File: src/rtl/bram_stream_pkg.sv
// Shared types and constants for the BRAM stream reader and its skid buffer.
package bram_stream_pkg;

  typedef enum logic [1:0] {
    IDLE  = 2'd0,
    READ  = 2'd1,
    DRAIN = 2'd2
  } state_e;

  localparam int SKID_DEPTH = 2;
  localparam int SKID_CNT_W = 2;

  // Room exists when buffered words plus the word in flight, minus the word
  // leaving this cycle, still leave a free slot for the next read.
  function automatic logic room_to_issue(
    input logic [SKID_CNT_W-1:0] count,
    input logic                  inflight,
    input logic                  pop
  );
    logic [SKID_CNT_W:0] occ;
    occ = {1'b0, count} + {{SKID_CNT_W{1'b0}}, inflight} - {{SKID_CNT_W{1'b0}}, pop};
    return occ < (SKID_CNT_W+1)'(SKID_DEPTH);
  endfunction

endpackage

File: src/rtl/bram_stream_reader_fifo.sv
// Two-entry register skid buffer of {data, last} beats; push and pop may coincide.
module bram_skid_fifo
  import bram_stream_pkg::*;
#(
  parameter int DATA_W = 32
) (
  input  logic                  clk,
  input  logic                  rst,
  input  logic                  i_push,
  input  logic [DATA_W-1:0]     i_push_data,
  input  logic                  i_push_last,
  input  logic                  i_pop,
  output logic [SKID_CNT_W-1:0] o_count,
  output logic [DATA_W-1:0]     o_head_data,
  output logic                  o_head_last
);

  typedef struct packed {
    logic [DATA_W-1:0] data;
    logic              last;
  } beat_t;

  beat_t                 r_mem [SKID_DEPTH];
  logic                  r_wr_ptr;
  logic                  r_rd_ptr;
  logic [SKID_CNT_W-1:0] r_count;
  beat_t                 w_head;

  for (genvar gi = 0; gi < SKID_DEPTH; gi++) begin : g_entry
    always_ff @(posedge clk) begin
      if (i_push && (r_wr_ptr == 1'(gi))) begin
        r_mem[gi] <= '{data: i_push_data, last: i_push_last};
      end
    end
  end

  always_ff @(posedge clk) begin
    if (rst) begin
      r_wr_ptr <= 1'b0;
      r_rd_ptr <= 1'b0;
      r_count  <= '0;
    end else begin
      if (i_push) r_wr_ptr <= ~r_wr_ptr;
      if (i_pop)  r_rd_ptr <= ~r_rd_ptr;
      case ({i_push, i_pop})
        2'b10:   r_count <= r_count + 1'b1;
        2'b01:   r_count <= r_count - 1'b1;
        default: r_count <= r_count;
      endcase
    end
  end

  assign w_head      = r_mem[r_rd_ptr];
  assign o_count     = r_count;
  assign o_head_data = w_head.data;
  assign o_head_last = w_head.last;

endmodule

File: src/rtl/bram_stream_reader.sv
// Turns a (base, length) command into BRAM reads and a valid/ready word stream with last.
module bram_stream_reader
  import bram_stream_pkg::*;
#(
  parameter int DATA_W = 32,
  parameter int ADDR_W = 12
) (
  input  logic              clk,
  input  logic              rst,
  input  logic              cmd_valid_i,
  output logic              cmd_ready_o,
  input  logic [ADDR_W-1:0] cmd_base_i,
  input  logic [ADDR_W:0]   cmd_len_i,
  output logic [ADDR_W-1:0] rd_addr_o,
  input  logic [DATA_W-1:0] rd_data_i,
  output logic              m_valid_o,
  input  logic              m_ready_i,
  output logic [DATA_W-1:0] m_data_o,
  output logic              m_last_o,
  output logic              busy_o
);

  state_e                r_state;
  state_e                w_state_next;
  logic [ADDR_W-1:0]     r_addr;
  logic [ADDR_W-1:0]     r_addr_hold;
  logic [ADDR_W:0]       r_remain;
  logic                  r_inflight;
  logic                  r_inflight_last;
  logic                  w_accept;
  logic                  w_pop;
  logic                  w_issue;
  logic                  w_final_issue;
  logic [SKID_CNT_W-1:0] w_count;
  logic                  w_head_last;

  assign w_accept      = cmd_valid_i & cmd_ready_o;
  assign w_pop         = m_valid_o & m_ready_i;
  assign w_issue       = (r_state == READ) && (r_remain != '0)
                         && room_to_issue(w_count, r_inflight, w_pop);
  assign w_final_issue = w_issue && (r_remain == (ADDR_W+1)'(1));

  // The BRAM samples the address every cycle; between issues it sees the last one.
  assign rd_addr_o = w_issue ? r_addr : r_addr_hold;

  always_ff @(posedge clk) begin
    if (rst) r_state <= IDLE;
    else     r_state <= w_state_next;
  end

  always_comb begin
    w_state_next = r_state;
    case (r_state)
      IDLE:    if (w_accept && (cmd_len_i != '0)) w_state_next = READ;
      READ:    if (w_final_issue) w_state_next = DRAIN;
      DRAIN:   if (!r_inflight && (w_count == '0) && !w_pop) w_state_next = IDLE;
      default: w_state_next = IDLE;
    endcase
  end

  always_comb begin
    cmd_ready_o = 1'b0;
    busy_o      = 1'b1;
    if (r_state == IDLE) begin
      cmd_ready_o = 1'b1;
      busy_o      = 1'b0;
    end
  end

  always_ff @(posedge clk) begin
    if (rst) begin
      r_addr          <= '0;
      r_addr_hold     <= '0;
      r_remain        <= '0;
      r_inflight      <= 1'b0;
      r_inflight_last <= 1'b0;
    end else begin
      r_inflight      <= w_issue;
      r_inflight_last <= w_final_issue;
      if (w_accept) begin
        r_addr   <= cmd_base_i;
        r_remain <= cmd_len_i;
      end else if (w_issue) begin
        r_addr      <= r_addr + 1'b1;
        r_remain    <= r_remain - 1'b1;
        r_addr_hold <= r_addr;
      end
    end
  end

  bram_skid_fifo #(
    .DATA_W (DATA_W)
  ) u_fifo (
    .clk         (clk),
    .rst         (rst),
    .i_push      (r_inflight),
    .i_push_data (rd_data_i),
    .i_push_last (r_inflight_last),
    .i_pop       (w_pop),
    .o_count     (w_count),
    .o_head_data (m_data_o),
    .o_head_last (w_head_last)
  );

  assign m_valid_o = (w_count != '0);
  assign m_last_o  = m_valid_o & w_head_last;

endmodule

File: config.mk
export PLATFORM = sky130hd
export DESIGN_NAME = bram_stream_reader
export DESIGN_NICKNAME = d
export VERILOG_FILES = /design/src/rtl/bram_stream_pkg.sv /design/src/rtl/bram_stream_reader_fifo.sv /design/src/rtl/bram_stream_reader.sv
export SDC_FILE = /design/constraint.sdc
export NUM_CORES = 1
export LEC_CHECK = 0
export ABC_AREA = 1
export CAP_MARGIN = 20
export CORE_MARGIN = 1
export CORE_UTILIZATION = 50
export CTS_CLUSTER_DIAMETER = 30
export DETAILED_ROUTE_END_ITERATION = 16
export PLACE_DENSITY = 0.91
export RECOVER_POWER = 25
export SKIP_LAST_GASP = 1
export SLEW_MARGIN = 15
export SYNTH_ARGS = -nofsm -noshare
export SYNTH_HDL_FRONTEND = slang
export SYNTH_SLANG_ARGS = --single-unit
File: constraint.sdc
create_clock -name clk -period 6.4 [get_ports clk]
set_input_delay 1.28 -clock clk [delete_from_list [all_inputs] [get_ports clk]]
set_output_delay 1.28 -clock clk [all_outputs]
set_load 0.01 [all_outputs]
* Yosys cells after proc, flatten, opt, wreduce, memory -nomap -nowiden *
Memory sizes are Yosys's and may differ from the RTL's. A register that Yosys moved wholly into a read port is not among the register bits.
Cells that the tools add are included.

word-level totals
  memories kept = 1
  RAM bits = 66
  output and inout bits = 48
  bits in registers = 45
  word-level logic and storage cells = 70
  input port bits = 61

memory list
  name          depth  width  read ports  clocked after memory_dff  write ports  line                           text
  u_fifo.r_mem  2      33     1           1                         1            bram_stream_reader_fifo.sv:23  beat_t r_mem [SKID_DEPTH];

cells by class
  bitwise logic cells = 5
  eq/ne operators = 8
  mux-type cells = 21
  reduce and logical (&&, ||, !) cells = 19
  $add $sub $neg = 6
  magnitude comparators = 1

operators by type and width
  operator               count
  $mux 12                3
  $mux 33                1
  $reduce_or 33->1       1
  $mux 13                2
  $reduce_bool 13->1     2
  $eq 13x1->1 const B    1
  $sub 13x1->13 const B  1
  $add 12x1->12 const B  1
  $mux 1                 10
  $logic_and 1x1->1      8
  $mux 2                 3
  $ne 2x2->1 const B     3
  $pmux 2 s3             1
  $reduce_bool 2->1      3
  $eq 2x1->1 const B     2
  $eq 2x2->1 const B     2
  $logic_not 2->1        2
  $pmux 2 s2             1
  $add 2x1->3            1
  $and 1x1->1            3
  $lt 3x2->1 const B     1
  $reduce_and 3->1       1
  $sub 3x1->3            1
  $add 2x1->2 const B    1
  3 further kinds        5

* Logic depth before layout (Yosys ltp) *
  depth after elaboration = 8
  gate-level depth with buffers = 15
  gate-level depth less buffers = 14

* Modules after synthesis *
A second synthesis with hierarchy kept.

second synthesis, totals
  cell total of the unflattened synthesis = 511
  area total of the unflattened synthesis = 5435.2 sq um

modules (own cells, without submodules)
  module              cells an instance  times used  area each (sq um)
  bram_skid_fifo      133                1           2751.4
  bram_stream_reader  378                1           2683.8

* Worst setup path after synthesis *
Ideal clock, no wire load.

  path type = input port to output port
  start = input port m_ready_i
  end = output port rd_addr_o[10]
  data required time = 5.120 ns
  setup slack = 2.143 ns
  stages = 14
  path buffers = 1
  data arrival time = 2.977 ns
  cells stage by stage = inv_1 nor2_1 nand2_1 o21ai_1 nand2_1 fa_1 nand2_1 nor2_1 nand2_2 inv_2 buf_2 nand2_1 o21ai_1 inv_1

between the ends
  longest elaborated chain between the ends = 5

ends and longest elaborated chain
  what               line                      text
  start, declared    bram_stream_reader.sv:17  input logic m_ready_i,
  $and 1x1->1        bram_stream_reader.sv:38  assign w_pop = m_valid_o & m_ready_i;
  $sub 3x1->3        bram_stream_pkg.sv:21     occ = {1'b0, count} + {{SKID_CNT_W{1'b0}}, inflight} - {{SKID_CNT_W{1'b0}}, pop};
  $lt 3x2->1         bram_stream_pkg.sv:22     return occ < (SKID_CNT_W+1)'(SKID_DEPTH);
  $logic_and 1x1->1  bram_stream_reader.sv:40  && room_to_issue(w_count, r_inflight, w_pop);
  $mux 12            n/a
  end, declared      bram_stream_reader.sv:14  output logic [ADDR_W-1:0] rd_addr_o,

Every way passes these cells.

* Worst setup path after layout *
  start = input port m_ready_i
  end = output port rd_addr_o[2]

Same word-level chain as after synthesis.

==> metrics.txt <==
# TYPE chip_impl_metric gauge
chip_impl_metric{name="post-cts-setup-buffers",unit=""} 0
chip_impl_metric{name="ys_seq_elements",unit=""} 112
chip_impl_metric{name="post_synth_inst_count",unit=""} 566
chip_impl_metric{name="h_tree_depth",unit=""} 3
chip_impl_info{name="rr_startpoint",value="u_fifo.o_count[1]$_SDFFE_PP0P_"} 1
chip_impl_metric{name="synth-compound-area-share",unit=""} 0.0496
chip_impl_metric{name="ys_warn_count",unit=""} 0
chip_impl_metric{name="post_synth.cell_area_avg",unit="µm²"} 8.70
chip_impl_metric{name="slew_viol_final",unit=""} 33
chip_impl_metric{name="synthesis.nets",unit=""} 632
chip_impl_info{name="holdCritPathClass",value="register to register"} 1
chip_impl_metric{name="power_density",unit="nW/µm²"} 260
chip_impl_metric{name="cts_hold_buffers",unit=""} 0
chip_impl_metric{name="ctsLongestPathBuffers",unit=""} 2
chip_impl_metric{name="grt_pass1_wl",unit="µm"} 18100
chip_impl_metric{name="post_place_worst_slack",unit="ns"} 0.822
chip_impl_metric{name="via_count_of_the_first_global_routing_pass",unit=""} 3955
chip_impl_metric{name="synth_sequential_area_ratio",unit=""} 0.590
chip_impl_metric{name="numPlacedInstances",unit=""} 785
chip_impl_metric{name="final-hold-violation-count",unit=""} 0
chip_impl_metric{name="cts_inserted_buffers",unit=""} 9
chip_impl_metric{name="route.vias.total",unit=""} 4125
chip_impl_info{name="combinational_family_with_the_most_area_after_synthesis",value="simple AND/OR/NAND/NOR gates"} 1
chip_impl_metric{name="final.min_clock_period",unit="ns"} 5.61
chip_impl_metric{name="timing_worst_slew_pin_value",unit="ns"} 1.75
chip_impl_info{name="min_from",value="r_inflight_last$_SDFF_PP0_"} 1
chip_impl_metric{name="final_net_count",unit=""} 733
chip_impl_info{name="failing_checks",value="capacitance limit, slew limit"} 1
chip_impl_metric{name="clock-sinks",unit=""} 112
chip_impl_metric{name="min_path_cells",unit=""} 0
chip_impl_metric{name="vias_cell",unit=""} 5.15
chip_impl_metric{name="reg2reg_depth",unit=""} 13
chip_impl_metric{name="layout_worst_path_cycle_share",unit=""} 0.876
chip_impl_metric{name="synth_cell_type_count",unit=""} 30
chip_impl_metric{name="yosys-mux-area-fraction",unit=""} 0
chip_impl_info{name="cp-start-kind",value="input pin"} 1
chip_impl_metric{name="die_x",unit="µm"} 101
chip_impl_info{name="tritoncts",value="yes"} 1
chip_impl_metric{name="tns",unit="ns"} 0
chip_impl_metric{name="gp_congestion",unit=""} 0.867
chip_impl_metric{name="drt_wl_total",unit="µm"} 11200
chip_impl_metric{name="detail_route.first_pass.iterations",unit=""} 5
chip_impl_metric{name="dieArea",unit="µm²"} 10200
chip_impl_metric{name="placement_rows",unit=""} 35
chip_impl_metric{name="wl_per_cell",unit="µm"} 13.9
chip_impl_metric{name="antenna-diode-count",unit=""} 0
chip_impl_metric{name="setup_slack",unit="ns"} 0.792
chip_impl_info{name="worstHoldEndpoint",value="u_fifo.r_mem[0][0]$_DFFE_PP_"} 1
chip_impl_metric{name="post_synth_fa_ha_maj_area_fraction",unit=""} 0.0142
chip_impl_metric{name="layout_cells_sized_above_1",unit=""} 0.0446
chip_impl_info{name="layout_commonest_cell",value="nand2_1"} 1
chip_impl_metric{name="antenna_found_initial",unit=""} 0
chip_impl_metric{name="grt_start_max_net_pins",unit=""} 41
chip_impl_metric{name="path_max_fanout",unit=""} 40
chip_impl_info{name="most-common-layout-cells",value="nand2_1, clkdlybuf4s50_1, nor2_1"} 1
chip_impl_metric{name="synth_xor_area_frac",unit=""} 0.0213
chip_impl_metric{name="slew-limit-headroom",unit=""} -0.169
chip_impl_metric{name="r2r_setup_slack",unit="ns"} 3.29
chip_impl_metric{name="io_buffer_count",unit=""} 108
chip_impl_info{name="timing.critical_path.to_type",value="primary output"} 1
chip_impl_metric{name="max-vdd-ir-drop",unit="µV"} 152
chip_impl_metric{name="stdcell_area",unit="µm²"} 6280
chip_impl_metric{name="overflow",unit=""} 0
chip_impl_metric{name="clock-skew-final",unit="ns"} 0.0122
chip_impl_metric{name="required",unit="ns"} 5.12
chip_impl_info{name="rsz_0062_raised_after_global_routing",value="no"} 1
chip_impl_metric{name="drv_cap",unit=""} 1
chip_impl_metric{name="yosys.area_share.simple",unit=""} 0.281
chip_impl_metric{name="drt_first_iter_violations",unit=""} 216
chip_impl_info{name="r2r_end",value="r_addr[6]$_SDFFE_PP0P_"} 1
chip_impl_metric{name="antenna_violating_nets_post_route",unit=""} 0
chip_impl_metric{name="post-route-drc-count",unit=""} 0
chip_impl_metric{name="clkLatencyLatePin",unit="ns"} 0.36
chip_impl_metric{name="grt_use_total",unit=""} 0.224
chip_impl_info{name="timing.setup.critical_path_class",value="input pin to primary output"} 1
chip_impl_metric{name="worst_setup_hold_path_clk_slew",unit="ns"} 0.10
chip_impl_metric{name="finalSetupViolations",unit=""} 0
chip_impl_metric{name="die_h",unit="µm"} 101
chip_impl_metric{name="ctsResizeCount",unit=""} 0
chip_impl_metric{name="ios",unit=""} 109
chip_impl_metric{name="area_growth_syn_to_layout",unit="%"} 27.5
chip_impl_metric{name="mapped_cell_area",unit="µm²"} 4920
chip_impl_metric{name="critical_path_arrival",unit="ns"} 4.33
chip_impl_metric{name="non_filler_instances",unit=""} 801
chip_impl_info{name="cts_root_buf",value="clkbuf_8"} 1
chip_impl_metric{name="placed_area",unit="µm²"} 6100
chip_impl_info{name="outcome",value="finished, violations left"} 1
chip_impl_metric{name="total_leakage_power",unit="nW"} 2.53
chip_impl_metric{name="max_clock_freq",unit="MHz"} 178
chip_impl_metric{name="initial_utilization",unit=""} 0.525
chip_impl_metric{name="coreArea",unit="µm²"} 9370
chip_impl_metric{name="hpwlAfterDp",unit="µm"} 7950
==> layout make-up <==
cell class | count | area, µm²
Fill cell | 770 | 3090
Sequential cell | 112 | 2900
Multi-Input combinational cell | 402 | 1810
Timing Repair Buffer | 113 | 1110
Tap cell | 129 | 161
Clock buffer | 11 | 141
Inverter | 29 | 109
Clock inverter | 5 | 40.0
==> flip-flops by register name, summed over array words and instances, names as in the netlist, named ones only <==
register	cells
r_addr	12
r_addr_hold	12
r_inflight	1
r_inflight_last	1
r_remain	13
r_state	2
u_fifo.o_count	2
u_fifo.r_mem	66
u_fifo.r_rd_ptr	1
u_fifo.r_wr_ptr	1
==> critical path, cell delays in order <==
cell and delay, ns:
clkdlybuf4s50_1 0.53, inv_1 0.05, nor2_1 0.21, nand2_1 0.10
o21ai_1 0.15, nand2_1 0.10, fa_1 0.38, xor2_1 0.16
nor2_1 0.08, nand2_2 0.08, buf_4 0.37, nor2_1 0.11
nor2_1 0.14, clkdlybuf4s50_1 0.57
==> kinds of logic (layout without fill, tap and decap cells) <==
group                      count (synthesis)  in the layout
and+or+nand+nor                          339            339
DFF                                      112            112
buffers and inverters                     52            158
AOI/OAI and AO/OA                         46             46
xor gates and xnor gates                  12             12
adders and majority gates                  5              5
==> cells in the mapped netlist <==
master | number | share of area
o22ai_1 | 1 | 0.0013
o21bai_1 | 1 | 0.0015
clkinv_1 | 1 | 0.00076
nor2_1 | 90 | 0.069
nand3_1 | 34 | 0.035
dfxtp_1 | 46 | 0.19
o21ai_1 | 3 | 0.0030
o21a_1 | 2 | 0.0030
buf_2 | 6 | 0.0061
nor4_1 | 1 | 0.0013
nand4_1 | 3 | 0.0038
nor2_2 | 2 | 0.0025
a21oi_1 | 26 | 0.026
clkbuf_1 | 15 | 0.011
xnor2_1 | 6 | 0.011
nand2_2 | 2 | 0.0025
o211ai_1 | 2 | 0.0030
and3_1 | 1 | 0.0013
fa_1 | 1 | 0.0041
xor2_1 | 6 | 0.011
inv_2 | 3 | 0.0023
nor3_1 | 19 | 0.019
ha_1 | 4 | 0.010
edfxtp_1 | 66 | 0.40
or2_2 | 3 | 0.0038
o21ai_0 | 11 | 0.011
nand3b_1 | 4 | 0.0061
inv_1 | 25 | 0.019
buf_6 | 2 | 0.0046
nand2_1 | 180 | 0.14
==> metal layers <==
layer	GRT usage	wire, µm	up-vias
li1	-	-	2048
met3	0.0386	764	13
met1	0.283	4810	1901
met5	0	0	-
met4	0.0647	129	0
met2	0.397	5460	163
==> through the flow <==
step                      hold slack, ns   util  total power, mW
final                              0.449  0.670             1.63
after global routing               0.473  0.670             1.72
after floorplan                    0.404      -             1.09
after detailed placement           0.418  0.651             1.25
after global placement             0.406  0.651             1.24
after CTS                          0.454  0.670             1.64
==> report_power, final <==
group | internal (mW) | switching, mW | total (mW)
Sequential | 0.813 | 0.0356 | 0.848
Clock | 0.157 | 0.236 | 0.394
Combinational | 0.177 | 0.215 | 0.391
Total | 1.15 | 0.487 | 1.63
==> worst max-delay path by stage <==
stage / start / endpoint / slack [ns]
2_1_floorplan: m_ready_i / rd_addr_o[10] / 2.14
3_3_place_gp: m_ready_i / rd_addr_o[0] / 0.98
3_5_place_dp: m_ready_i / rd_addr_o[2] / 0.82
4_1_cts: m_ready_i / rd_addr_o[2] / 0.81
5_1_grt: m_ready_i / rd_addr_o[4] / 0.49
6_report: m_ready_i / rd_addr_o[2] / 0.79
(Power assumes the default switching activity.)
